<file path="config.mk">
export PLATFORM = sky130hd
export DESIGN_NAME = psu_cntseq
export DESIGN_NICKNAME = d
export VERILOG_FILES = /design/src/rtl/psu_cntseq_pkg.sv /design/src/rtl/psu_cntseq_timer.sv /design/src/rtl/psu_cntseq.sv
export SDC_FILE = /design/constraint.sdc
export NUM_CORES = 1
export LEC_CHECK = 0
export BUFFER_PORTS_ARGS = -buffer_cell sky130_fd_sc_hd__clkbuf_2
export CAP_MARGIN = 40
export CELL_PAD_IN_SITES_DETAIL_PLACEMENT = 0
export CELL_PAD_IN_SITES_GLOBAL_PLACEMENT = 1
export CORE_AREA = 2 2 77 79
export CTS_CLUSTER_SIZE = 16
export DETAILED_ROUTE_END_ITERATION = 16
export DIE_AREA = 0 0 79 81
export GPL_TIMING_DRIVEN = 0
export PLACE_DENSITY = 0.81
export SYNTH_ARGS = -nofsm -noshare
export SYNTH_HDL_FRONTEND = slang
export SYNTH_SLANG_ARGS = --single-unit
export TNS_END_PERCENT = 5
</file>
<file path="constraint.sdc">
create_clock -name clk -period 7 [get_ports clk]
set_input_delay 1.4 -clock clk [delete_from_list [all_inputs] [get_ports clk]]
set_output_delay 1.4 -clock clk [all_outputs]
set_load 0.01 [all_outputs]
</file>
<file path="src/rtl/psu_cntseq_pkg.sv">
// Shared definitions for the PSU counter sequencer.
// Holds schedule selects, bus widths, FSM state encodings and a select-legality helper.
package psu_cntseq_pkg;

    localparam int unsigned TIME_BW  = 4;
    localparam int unsigned CWD_BW   = 8;
    localparam int unsigned IDLEN_BW = 4;
    localparam int unsigned RND_BW   = 8;

    // Schedule selects understood by psu_cntsrmem; 2'd3 is unused/illegal.
    localparam logic [1:0] SELCNT_INIT = 2'd0;
    localparam logic [1:0] SELCNT_MEAS = 2'd1;
    localparam logic [1:0] SELCNT_RESM = 2'd2;

    // Schedule lengths programmed into psu_cntsrmem.
    localparam int unsigned CNTLEN_INIT = 3;
    localparam int unsigned CNTLEN_MEAS = 2;
    localparam int unsigned CNTLEN_RESM = 3;

    localparam logic [1:0] PSU_CNTSEQ_ST_IDLE  = 2'd0;
    localparam logic [1:0] PSU_CNTSEQ_ST_RUN   = 2'd1;
    localparam logic [1:0] PSU_CNTSEQ_ST_FLUSH = 2'd2;
    localparam logic [1:0] PSU_CNTSEQ_ST_DONE  = 2'd3;

    typedef enum logic [1:0] {
        ST_IDLE  = PSU_CNTSEQ_ST_IDLE,
        ST_RUN   = PSU_CNTSEQ_ST_RUN,
        ST_FLUSH = PSU_CNTSEQ_ST_FLUSH,
        ST_DONE  = PSU_CNTSEQ_ST_DONE
    } state_t;

    // True for selects that map to a programmed schedule.
    function automatic logic sel_legal(input logic [1:0] sel);
        return (sel == SELCNT_INIT) || (sel == SELCNT_MEAS) || (sel == SELCNT_RESM);
    endfunction

endpackage

</file>
<file path="src/rtl/psu_cntseq_timer.sv">
// Entry timer: counts cycles within one schedule entry and flags its last cycle.
// Ports: clk, rst (sync active-low), clr (force count to 0), en (count),
//        timing (entry duration, 0 treated as 1), cyc (current count), last_c (last cycle of entry).
module psu_cntseq_timer
    import psu_cntseq_pkg::*;
(
    input  logic               clk,
    input  logic               rst,
    input  logic               clr,
    input  logic               en,
    input  logic [TIME_BW-1:0] timing,
    output logic [TIME_BW-1:0] cyc,
    output logic               last_c
);

    logic [TIME_BW-1:0] dur;

    // A zero-length entry still occupies one cycle.
    always_comb begin
        dur    = (timing == '0) ? TIME_BW'(1) : timing;
        last_c = en && (cyc == dur - TIME_BW'(1));
    end

    always_ff @(posedge clk) begin
        if (!rst) begin
            cyc <= '0;
        end else if (clr) begin
            cyc <= '0;
        end else if (en) begin
            cyc <= last_c ? '0 : cyc + TIME_BW'(1);
        end
    end

endmodule

</file>
<file path="src/rtl/psu_cntseq.sv">
// PSU counter sequencer: plays an INIT/MEAS/RESM schedule from psu_cntsrmem for N rounds,
// pulsing cwd_valid per entry and next_id at each entry end; abort flushes the memory head
// back to entry 0.
// Ports: clk, rst (sync active-low); start/sel_req/n_round/abort request side;
//        sel_cwdNtime/next_id drive cntsrmem, timing/cwd/cwdsp/id_len come back from it;
//        busy, cwd_valid, cwd_out, cwdsp_out, done, err status/outputs.
module psu_cntseq
    import psu_cntseq_pkg::*;
(
    input  logic                clk,
    input  logic                rst,
    input  logic                start,
    input  logic [1:0]          sel_req,
    input  logic [RND_BW-1:0]   n_round,
    input  logic                abort,
    output logic [1:0]          sel_cwdNtime,
    output logic                next_id,
    input  logic [TIME_BW-1:0]  timing,
    input  logic [CWD_BW-1:0]   cwd,
    input  logic [CWD_BW-1:0]   cwdsp,
    input  logic [IDLEN_BW-1:0] id_len,
    output logic                busy,
    output logic                cwd_valid,
    output logic [CWD_BW-1:0]   cwd_out,
    output logic [CWD_BW-1:0]   cwdsp_out,
    output logic                done,
    output logic                err
);

    state_t              state;
    logic [IDLEN_BW-1:0] step;
    logic [RND_BW-1:0]   rnd;
    logic [1:0]          sel_q;
    logic [CWD_BW-1:0]   cwd_q;
    logic [CWD_BW-1:0]   cwdsp_q;
    logic                err_q;

    logic [TIME_BW-1:0]  cyc;
    logic                entry_end;
    logic                run;
    logic                at_head;
    logic                step_last;
    logic                abort_direct;
    logic [IDLEN_BW-1:0] step_nxt;

    psu_cntseq_timer u_timer (
        .clk    (clk),
        .rst    (rst),
        .clr    (!run || abort),
        .en     (run),
        .timing (timing),
        .cyc    (cyc),
        .last_c (entry_end)
    );

    // Decode of the registered FSM state; the bypass makes the codeword visible with its pulse.
    always_comb begin
        run          = (state == ST_RUN);
        at_head      = (step == '0) && (cyc == '0);
        step_last    = (step == id_len - IDLEN_BW'(1));
        step_nxt     = step_last ? '0 : step + IDLEN_BW'(1);
        // Aborting before any advance leaves the head aligned, so no next_id may fire.
        abort_direct = run && abort && at_head;
        next_id      = (run && entry_end && !abort_direct) || (state == ST_FLUSH);
        cwd_valid    = run && (cyc == '0);
        cwd_out      = cwd_valid ? cwd : cwd_q;
        cwdsp_out    = cwd_valid ? cwdsp : cwdsp_q;
        busy         = (state != ST_IDLE);
        done         = (state == ST_DONE);
        err          = err_q;
        sel_cwdNtime = sel_q;
    end

    // Sequencer FSM with its step/round bookkeeping.
    always_ff @(posedge clk) begin
        if (!rst) begin
            state   <= ST_IDLE;
            step    <= '0;
            rnd     <= '0;
            sel_q   <= SELCNT_INIT;
            cwd_q   <= '0;
            cwdsp_q <= '0;
            err_q   <= 1'b0;
        end else begin
            err_q <= 1'b0;
            if (cwd_valid) begin
                cwd_q   <= cwd;
                cwdsp_q <= cwdsp;
            end
            case (state)
                ST_IDLE: begin
                    if (start && !abort) begin
                        if (sel_legal(sel_req)) begin
                            sel_q <= sel_req;
                            rnd   <= (n_round == '0) ? '0 : n_round - RND_BW'(1);
                            step  <= '0;
                            state <= ST_RUN;
                        end else begin
                            err_q <= 1'b1;
                        end
                    end
                end
                ST_RUN: begin
                    if (abort) begin
                        if (at_head) begin
                            state <= ST_IDLE;
                        end else begin
                            state <= ST_FLUSH;
                            if (entry_end) begin
                                step <= step_nxt;
                            end
                        end
                    end else if (entry_end) begin
                        step <= step_nxt;
                        if (step_last) begin
                            if (rnd == '0) begin
                                state <= ST_DONE;
                            end else begin
                                rnd <= rnd - RND_BW'(1);
                            end
                        end
                    end
                end
                ST_FLUSH: begin
                    // Keep advancing the memory until the head wraps back to entry 0.
                    step <= step_nxt;
                    if (step_nxt == '0) begin
                        state <= ST_IDLE;
                    end
                end
                ST_DONE: begin
                    state <= ST_IDLE;
                end
                default: begin
                    state <= ST_IDLE;
                end
            endcase
        end
    end

endmodule

</file>
## Word-level counts from Yosys, hierarchy flattened

Index checks and enable logic that the tools add are counted.

| word-level totals | value |
|---|---|
| bits in registers | 37 |
| latch bits | 0 |
| memory bits (writable) | 0 |
| memory bits (read-only) | 0 |
| input port bits | 38 |
| memories kept | 0 |

| operators by class | value |
|---|---|
| add/subtract/negate cells | 6 |
| multiply operators | 0 |
| divide/modulo/power cells | 0 |
| magnitude comparators | 0 |
| eq/ne operators | 18 |
| shifts and indexed selects | 0 |
| multiplexer cells | 29 |
| bitwise gates (word level) | 1 |
| reduce and logical (&&, ||, !) cells | 32 |

Operators with widths:

| cell | number |
|---|---|
| two-way mux 8 bit | 9 |
| two-way mux 4 bit | 8 |
| zero test 4 bit | 4 |
| zero test 8 bit | 2 |
| two-way mux 2 bit | 8 |
| one-hot mux 8 bit (2 select lines) | 1 |
| subtractor 8 x 1 -> 8 bit, second input constant | 2 |
| one-hot mux 4 bit (3 select lines) | 1 |
| != test 2 bit, second input constant | 5 |
| adder 4 x 1 -> 4 bit, second input constant | 2 |
| == test 4 bit | 2 |
| logical AND 1 bit | 8 |
| one-hot mux 2 bit (4 select lines) | 1 |
| subtractor 4 x 1 -> 4 bit, second input constant | 2 |
| AND reduction 7 bit | 1 |
| == test 2 bit, second input constant | 3 |
| != test 3 x 2 -> 1 bit, second input constant | 2 |
| != test 3 bit, second input constant | 2 |
| AND reduction 3 bit | 2 |
| AND reduction 6 bit | 1 |
| == test 2 x 1 -> 1 bit, second input constant | 2 |
| zero test 2 bit | 2 |
| logical OR 1 bit | 4 |
| != test 2 x 1 -> 1 bit, second input constant | 2 |
| 7 further kinds | 10 |

## Longest topological paths before layout

Gate-level depths: netlist (run 1).

| depth | value |
|---|---|
| depth after elaboration | 9 |
| depth in mapped cells | 10 |

## Cells and area by module

A second synthesis (run 1) with hierarchy kept.

| second synthesis, totals | value |
|---|---|
| cells, all modules | 269 |
| area, all modules | 2378.5 µm² |

Modules (own cells, without submodules):

| module | instances | cells an instance | area each (µm²) | sequential area each (µm²) |
|---|---|---|---|---|
| psu_cntseq | 1 | 234 | 2085.8 | 660.6 |
| psu_cntseq_timer | 1 | 35 | 292.8 | 80.1 |

## Least setup slack after synthesis (run 1)

No wires, ideal clock.

| timing path | value |
|---|---|
| path kind | input to output |
| start | input port timing[2] |
| end | output port next_id |
| arrival | 2.904 ns |
| data required time | 5.600 ns |
| slack | 2.696 ns |
| stages | 7 |
| buffers on the path | 0 |
| path through | nor3_1 nor2_1 ha_1 xor2_1 o2111ai_2 a2111oi_4 a31o_2 |

| on the way | value |
|---|---|
| word-level cells in the longest chain between the ends | 8 |

RTL lines:

| what | line | text |
|---|---|---|
| start, declared | psu_cntseq.sv:18 | `input logic [TIME_BW-1:0] timing,` |
| zero test 4 bit | psu_cntseq_timer.sv:20 | `dur = (timing == '0) ? TIME_BW'(1) : timing;` |
| two-way mux 4 bit (*) | psu_cntseq_timer.sv:20 |  |
| subtractor 4 x 1 -> 4 bit (*) | psu_cntseq_timer.sv:21 | `last_c = en && (cyc == dur - TIME_BW'(1));` |
| == test 4 bit (*) | psu_cntseq_timer.sv:21 |  |
| logical AND 1 bit (*) | psu_cntseq_timer.sv:21 |  |
| logical AND 1 bit (*) (2 in a row) | psu_cntseq.sv:64 | `next_id = (run && entry_end && !abort_direct) \|\| (state == ST_FLUSH);` |
| logical OR 1 bit (*) | psu_cntseq.sv:64 |  |
| end, declared | psu_cntseq.sv:17 | `output logic next_id,` |

Mark *: on every way between the ends. The rest lies on a longest branch, timed or not.

## Worst setup path in the final report (run 1)

Same ends and word-level chain as after synthesis.

==> reports/summary.txt, run 1 <==
RSZ-0062 raised after global routing -> no
CP endpoint kind -> output port
fill count -> 594
sequential-to-total area share from yosys stat -> 0.323
worst path required time -> 5.60 ns
final instance area -> 2770 µm²
Seq pwr share -> 0.374
Reg clk slew, reported paths -> 0.08 ns
hold buffer count at CTS -> 0
antenna violations before repair -> 0
synthesized area -> 2290 µm²
layout cells sized above 1 -> 0.273
vias in the first global route -> 1884
depth of the CTS H-tree -> 2
core area -> 5680 µm²
net count after synthesis -> 316
LEAKAGE -> 0.00126 µW
Cell Pwr Density -> 243 nW/µm²
Area Overhead vs Synth -> 21.0%
Die ar. -> 6400 µm²
Critical R2R Capture -> cwdsp_q[5]$_SDFF_PN0_
Max FO, Critical Path -> 5
Final setup viols -> 0
Final Net Count -> 383
Root Driver -> clkbuf_8
Final Skew -> 0.00704 ns
worst r2r path cells -> 7
final worst-path cycle share -> 0.672
placer congestion estimate -> 0.834
Sink Count -> 37
clock period minus worst slack -> 4.70 ns
synth warn -> 0
n_diodes -> 0
Worst R2R Start -> state[0]$_SDFFE_PN0P_
Post-route DRC -> 0
setup_tns -> 0 ns
GR Overflow Total -> 0
ANT nets after route -> 0
Post-Syn Area per Cell -> 8.65 µm²
initial drt markers -> 73
critical path type -> input port to output port
most frequent cells in the layout -> clkbuf_2, dfxtp_1, nor2_1, inv_1, nand2_1
largest net degree at the start of global routing -> 13
sw frac -> 0.366
IO Pins -> 61
NetSw -> 246 µW
FMAX -> 213 MHz
final WL -> 5.00 mm
synthesized instance count -> 265
end point of the critical path -> next_id
top_reg_cell synth -> dfxtp_1
commonest non-fill, non-tap cell in the layout -> clkbuf_2
Initial DRT Pass Iterations -> 4
total power draw -> 673 µW
Internal Power -> 427 µW
IO buf count -> 60
Vias per Instance -> 5.07
WL per Instance -> 12.3 µm
All-Layer GR Usage -> 0.165
FF+latch count, synth -> 37
Clock Tree Buf Depth -> 2
Die Y -> 81 µm
Post-synth EDFFs -> 0
Worst Path Arrival -> 3.30 ns
max cap viols -> 0
HP Class -> flip-flop to flip-flop
ys async rst share -> 0
cts repair resizes -> 0
status -> finished, final reports clean
global-route wire length before repair -> 8.41 mm
starting density of the core -> 0.404
clock network fraction of total power -> 0.218
vias post-DR -> 2067
Slew headroom -> 0.574
Placed Area -> 2690 µm²
post-synthesis cell type count -> 47
actual slew at the worst max-slew pin -> 0.632 ns
CTS Buf Count -> 5
Slew Limit Fails -> 0
Worst VDD drop -> 0.103 mV
Final HPWL DP -> 3.92 mm
logic gate share of total power -> 0.408
FP Rows -> 28
Worst Setup Start Kind -> input port
die extent in x -> 79 µm
Post-CTS Setup Inserts -> 0
worst setup path start -> timing[2]
r2r setup slk -> 4.36 ns
CTS tree -> done
Hold Vio Cnt, Final -> 0
Clock Latency Late Sink -> 0.29 ns
area by class of cell:
cell class,instances,area (µm²),share of cell area
Buffer,10,42.5,0.0153
Multi-Input combinational cell,199,1440,0.518
Clock buffer,5,68.8,0.0248
Clock inverter,3,17.5,0.00632
Sequential cell,37,741,0.267
Timing Repair Buffer,60,300,0.108
Inverter,19,71.3,0.0257
Tap cell,75,93.8,0.0339
sequential cells by signal, indices dropped and copies added (netlist names):
signal and flops:
sel_cwdNtime 2, cwdsp_q 8, rnd 8, err 1
step 4, u_timer.cyc 4, state 2, cwd_q 8
routing by layer:
metal  track usage  vias to the layer above  wire length [µm]
met5             0                        -                 0
met4        0.0414                        0                65
met3        0.0400                        9               295
met2         0.269                       59              2200
met1         0.221                      929              2440
li1              -                     1070                 -
synthesized netlist by cell type, drive strengths merged (3+ instances only):
master / n / share of area
nor4: 4 / 0.011
nor3: 13 / 0.028
xnor2: 5 / 0.019
xor2: 8 / 0.031
a21oi: 11 / 0.024
o21ai: 4 / 0.0087
a31oi: 6 / 0.016
nand2b: 9 / 0.025
nor2b: 3 / 0.0082
nand3: 6 / 0.013
dfxtp: 37 / 0.32
clkbuf: 7 / 0.011
ha: 13 / 0.071
nand3b: 3 / 0.0098
mux2: 16 / 0.079
inv: 18 / 0.029
o22ai: 4 / 0.011
and2: 16 / 0.044
nand4: 4 / 0.014
buf: 3 / 0.0071
nor2: 24 / 0.039
nand2: 17 / 0.028
mux2i: 7 / 0.031
cells by family after synthesis:
kind of cell,synth area share
DFF,0.323
adders and majority gates,0.0710
AOI/OAI and AO/OA,0.146
buffers and inverters,0.0497
muxes,0.109
xor gates and xnor gates,0.0694
and+or+nand+nor,0.232
critical path, cell delays in order:
cell and delay (ns):
clkbuf_2 0.13, nor3_1 0.19, nor2_1 0.06, ha_1 0.30, xor2_1 0.16, o2111ai_2 0.18
a2111oi_4 0.52, a31o_2 0.24, clkbuf_2 0.12
worst min-delay path by stage:
stage          depth (start not counted)  slack (ns)                 from                   to
2_1_floorplan                          2        0.45  rnd[6]$_SDFFE_PN0P_  rnd[6]$_SDFFE_PN0P_
3_3_place_gp                           2        0.46  rnd[6]$_SDFFE_PN0P_  rnd[6]$_SDFFE_PN0P_
3_5_place_dp                           2        0.48  rnd[6]$_SDFFE_PN0P_  rnd[6]$_SDFFE_PN0P_
4_1_cts                                2        0.49  rnd[6]$_SDFFE_PN0P_  rnd[6]$_SDFFE_PN0P_
5_1_grt                                2        0.52  rnd[6]$_SDFFE_PN0P_  rnd[6]$_SDFFE_PN0P_
6_report                               2        0.49  rnd[6]$_SDFFE_PN0P_  rnd[6]$_SDFFE_PN0P_
power by group through the flow:
| stage | Clock (µW) | Combinational (µW) | Sequential, µW |
|---|---|---|---|
| floorplan | 0 | 198 | 253 |
| global placement | 0 | 275 | 256 |
| detailed placement | 0 | 277 | 257 |
| CTS | 151 | 278 | 252 |
| global route | 163 | 308 | 256 |
| finish | 147 | 274 | 252 |
stage by stage:
step / util / setup slack, ns / instances / hold WS, ns
after CTS: 0.488 / 2.29 / 408 / 0.494
after global placement: 0.473 / 2.29 / 400 / 0.464
after detailed placement: 0.473 / 2.29 / 400 / 0.481
after floorplan: - / 2.70 / 265 / 0.450
final: 0.488 / 2.30 / 408 / 0.491
after global routing: 0.488 / 2.17 / 408 / 0.522
No activity file was read; power rests on OpenSTA's default activity.
==> inputs of run 2 (changes only) <==
Settings changed: ABC_AREA from default to 1, CORE_AREA 2 2 77 79 to 2 2 87 89, DIE_AREA 0 0 79 81 to 0 0 89 91, PLACE_DENSITY 0.81 to 0.74.
Clock period 7 ns to 4.5 ns, I/O delays scaled along.
==> reports/summary.txt, run 2 <==
Final Skew -> 0.0121 ns (+0.00508 ns)
compound-cell area share of the yosys netlist -> 0.164 (+0.0182)
Final Net Count -> 513 (+34%)
CTS tree -> done
starting density of the core -> 0.358 (-0.0457)
LEAKAGE -> 0.00165 µW (+31%)
r2r setup slk -> 2.44 ns (-1.92 ns)
Reg clk slew, reported paths -> 0.08 ns (about the same)
net count after synthesis -> 446 (+41%)
Post-route DRC -> 0 (unchanged)
Slew Limit Fails -> 0 (unchanged)
IO buf count -> 60 (unchanged)
global-route wire length before repair -> 10.4 mm (+23%)
WL per Instance -> 10.8 µm (-12%)
Worst Path Arrival -> 2.51 ns (-0.79 ns)
fraction of the mapped netlist area in adder cells -> 0.0637 (-0.00734)
post-synthesis cell type count -> 29 (-38%)
mux contribution to synthesized area -> 0 (-0.109)
Post-CTS Setup Inserts -> 0 (unchanged)
cts repair resizes -> 0 (unchanged)
clock period minus worst slack -> 3.41 ns
Clock Latency Late Sink -> 0.30 ns (about the same)
fill count -> 826 (+39%)
layout cells sized above 1 -> 0.212 (-0.0616)
Final HPWL DP -> 4.70 mm (+20%)
Die ar. -> 8100 µm² (+27%)
Largest regs -> cwd_q: 8 flops, cwdsp_q: 8 flops, rnd: 8 flops
Cell Pwr Density -> 707 nW/µm² (+190%)
final worst-path cycle share -> 0.758
hold_ws -> 0.454 ns (-0.0374 ns)
ys async rst share -> 0 (unchanged)
Synth top cells by count -> inv_1, nand2_1, dfxtp_1
total power draw -> 2200 µW (+230%)
largest net degree at the start of global routing -> 13 (unchanged)
Synth Area in XOR/XNOR -> 0.0411 (-0.0282)
final WL -> 6.05 mm (+21%)
hold buffer count at CTS -> 0 (unchanged)
top cell type's share of synthesized area -> 0.290 (-0.0334)
most frequent cells in the layout -> inv_1, nand2_1, clkbuf_2, dfxtp_1
Vias per Instance -> 4.51 (-11%)
Hold Vio Cnt, Final -> 0 (unchanged)
cell taking the most area after synthesis -> dfxtp_1
setup_tns -> 0 ns (unchanged)
FF+latch count, synth -> 37 (unchanged)
HP Class -> flip-flop to flip-flop
n_diodes -> 0 (unchanged)
commonest non-fill, non-tap cell in the layout -> inv_1
top cells by area, synth -> dfxtp_1, inv_1, nand2_1, a21oi_1, ha_1
final instance area -> 3110 µm² (+12%)
Die Y -> 91 µm (+12%)
worst hold stages -> 2 (unchanged)
multi-input logic area -> 1450 µm² (+0.70%)
RSZ-0062 raised after global routing -> no
Root Driver -> clkbuf_8
sequential cell area -> 741 µm² (unchanged)
Sink Count -> 37 (unchanged)
initial drt markers -> 53 (-27%)
GR Overflow Total -> 0 (unchanged)
ANT nets after route -> 0 (unchanged)
Max FO, Critical Path -> 4 (-1)
worst r2r path cells -> 9 (+2)
Slew headroom -> 0.564 (-0.0102)
actual slew at the worst max-slew pin -> 0.650 ns (+0.0176 ns)
antenna violations before repair -> 0 (unchanged)
synthesized area -> 2550 µm² (+12%)
die extent in x -> 89 µm (+13%)
vias post-DR -> 2537 (+23%)
status -> finished, final reports clean
Worst Setup Start Kind -> input port
Post-synth EDFFs -> 0 (unchanged)
synth warn -> 0 (unchanged)
CTS Buf Count -> 5 (unchanged)
Worst VDD drop -> 0.260 mV (+150%)
Initial DRT Pass Iterations -> 4 (unchanged)
vias in the first global route -> 2379 (+26%)
Area Overhead vs Synth -> 21.8%
Critical R2R Capture -> rnd[3]$_SDFFE_PN0P_
IO Pins -> 61 (unchanged)
FP Rows -> 31 (+11%)
worst path required time -> 3.60 ns (-2.00 ns)
core area -> 7140 µm² (+26%)
Clock Tree Buf Depth -> 2 (unchanged)
Final setup viols -> 0 (unchanged)
Hold Path End -> sel_cwdNtime[1]$_SDFFE_PN0P_
origin of the worst min-delay path -> sel_cwdNtime[1]$_SDFFE_PN0P_
sequential-to-total area share from yosys stat -> 0.290 (-0.0334)
placer congestion estimate -> 0.827 (-0.78%)
most common cell in the synthesized netlist -> inv_1
CP endpoint kind -> output port
depth of the CTS H-tree -> 2 (unchanged)
Placed Area -> 2980 µm² (+11%)
Worst R2R Start -> state[0]$_SDFFE_PN0P_
FMAX -> 293 MHz
simple-gate area share of the yosys netlist -> 0.297 (+0.0657)
Post-Syn Area per Cell -> 6.47 µm² (-25%)
All-Layer GR Usage -> 0.159 (-0.00656)
largest family of logic cells by synthesized area -> simple AND/OR/NAND/NOR gates
synthesized instance count -> 395 (+49%)
top_reg_cell synth -> dfxtp_1
max cap viols -> 0 (unchanged)
critical path type -> input port to output port
run 2: cell types whose count changed in the layout (fill, tap and decap cells not counted), sizes merged, moves of 16 or more:
| cell | change |
|---|---|
| inv | +63 |
| or2 | +18 |
| nand3 | +24 |
| and2 | -16 |
| mux2 | -16 |
| a21oi | +25 |
| nand2 | +49 |
run 2: worst max-delay path: stages:
cell and delay [ns]:
clkbuf_2 0.11, nor2_2 0.12, nand2_1 0.07, nand2_1 0.07
inv_1 0.04, ha_1 0.29, xor2_1 0.13, nand3_1 0.13
nor2_2 0.19, nand2_2 0.12, o21bai_1 0.17, clkbuf_2 0.16
run 2: cells by family after synthesis:
logic type | Yosys count
AOI/OAI and AO/OA | 72
xor gates and xnor gates | 12
adders and majority gates | 13
buffers and inverters | 94
and+or+nand+nor | 167
DFF | 37
run 2: report_power, final:
group          internal (µW)  switching, µW  leakage (µW)
combinational            533            810       0.00128
sequential               445           67.1      0.000304
clock                    220            126     0.0000681
run 2: final cells by class:
cell class / count / share of cell area
multi-input combinational: 264 / 0.465
sequential: 37 / 0.238
inverter: 83 / 0.100
timing repair buffer: 60 / 0.0965
tap: 99 / 0.0398
clock buffer: 5 / 0.0221
clock inverter: 3 / 0.0209
buffer: 11 / 0.0181
run 2: layer usage:
metal | up-vias | wire (µm) | GRT usage
met5 | - | 0 | 0
li1 | 1389 | - | -
met3 | 9 | 181 | 0.0327
met2 | 37 | 2770 | 0.252
met1 | 1102 | 3020 | 0.215
met4 | 0 | 86 | 0.0460
run 2: worst max path at each step:
stage,from,endpoint,slack [ns]
6_report,timing[2],next_id,1.09
5_1_grt,timing[2],next_id,0.91
4_1_cts,timing[2],next_id,1.05
3_5_place_dp,timing[2],next_id,1.08
3_3_place_gp,timing[2],next_id,1.08
2_1_floorplan,timing[2],next_id,1.46
run 2: per-stage QoR:
stage / cells / util / worst slack (ns)
final: 562 / 0.436 / 1.09
after global routing: 562 / 0.436 / 0.909
after CTS: 562 / 0.436 / 1.05
after detailed placement: 554 / 0.417 / 1.08
after global placement: 554 / 0.417 / 1.08
after floorplan: 395 / - / 1.46
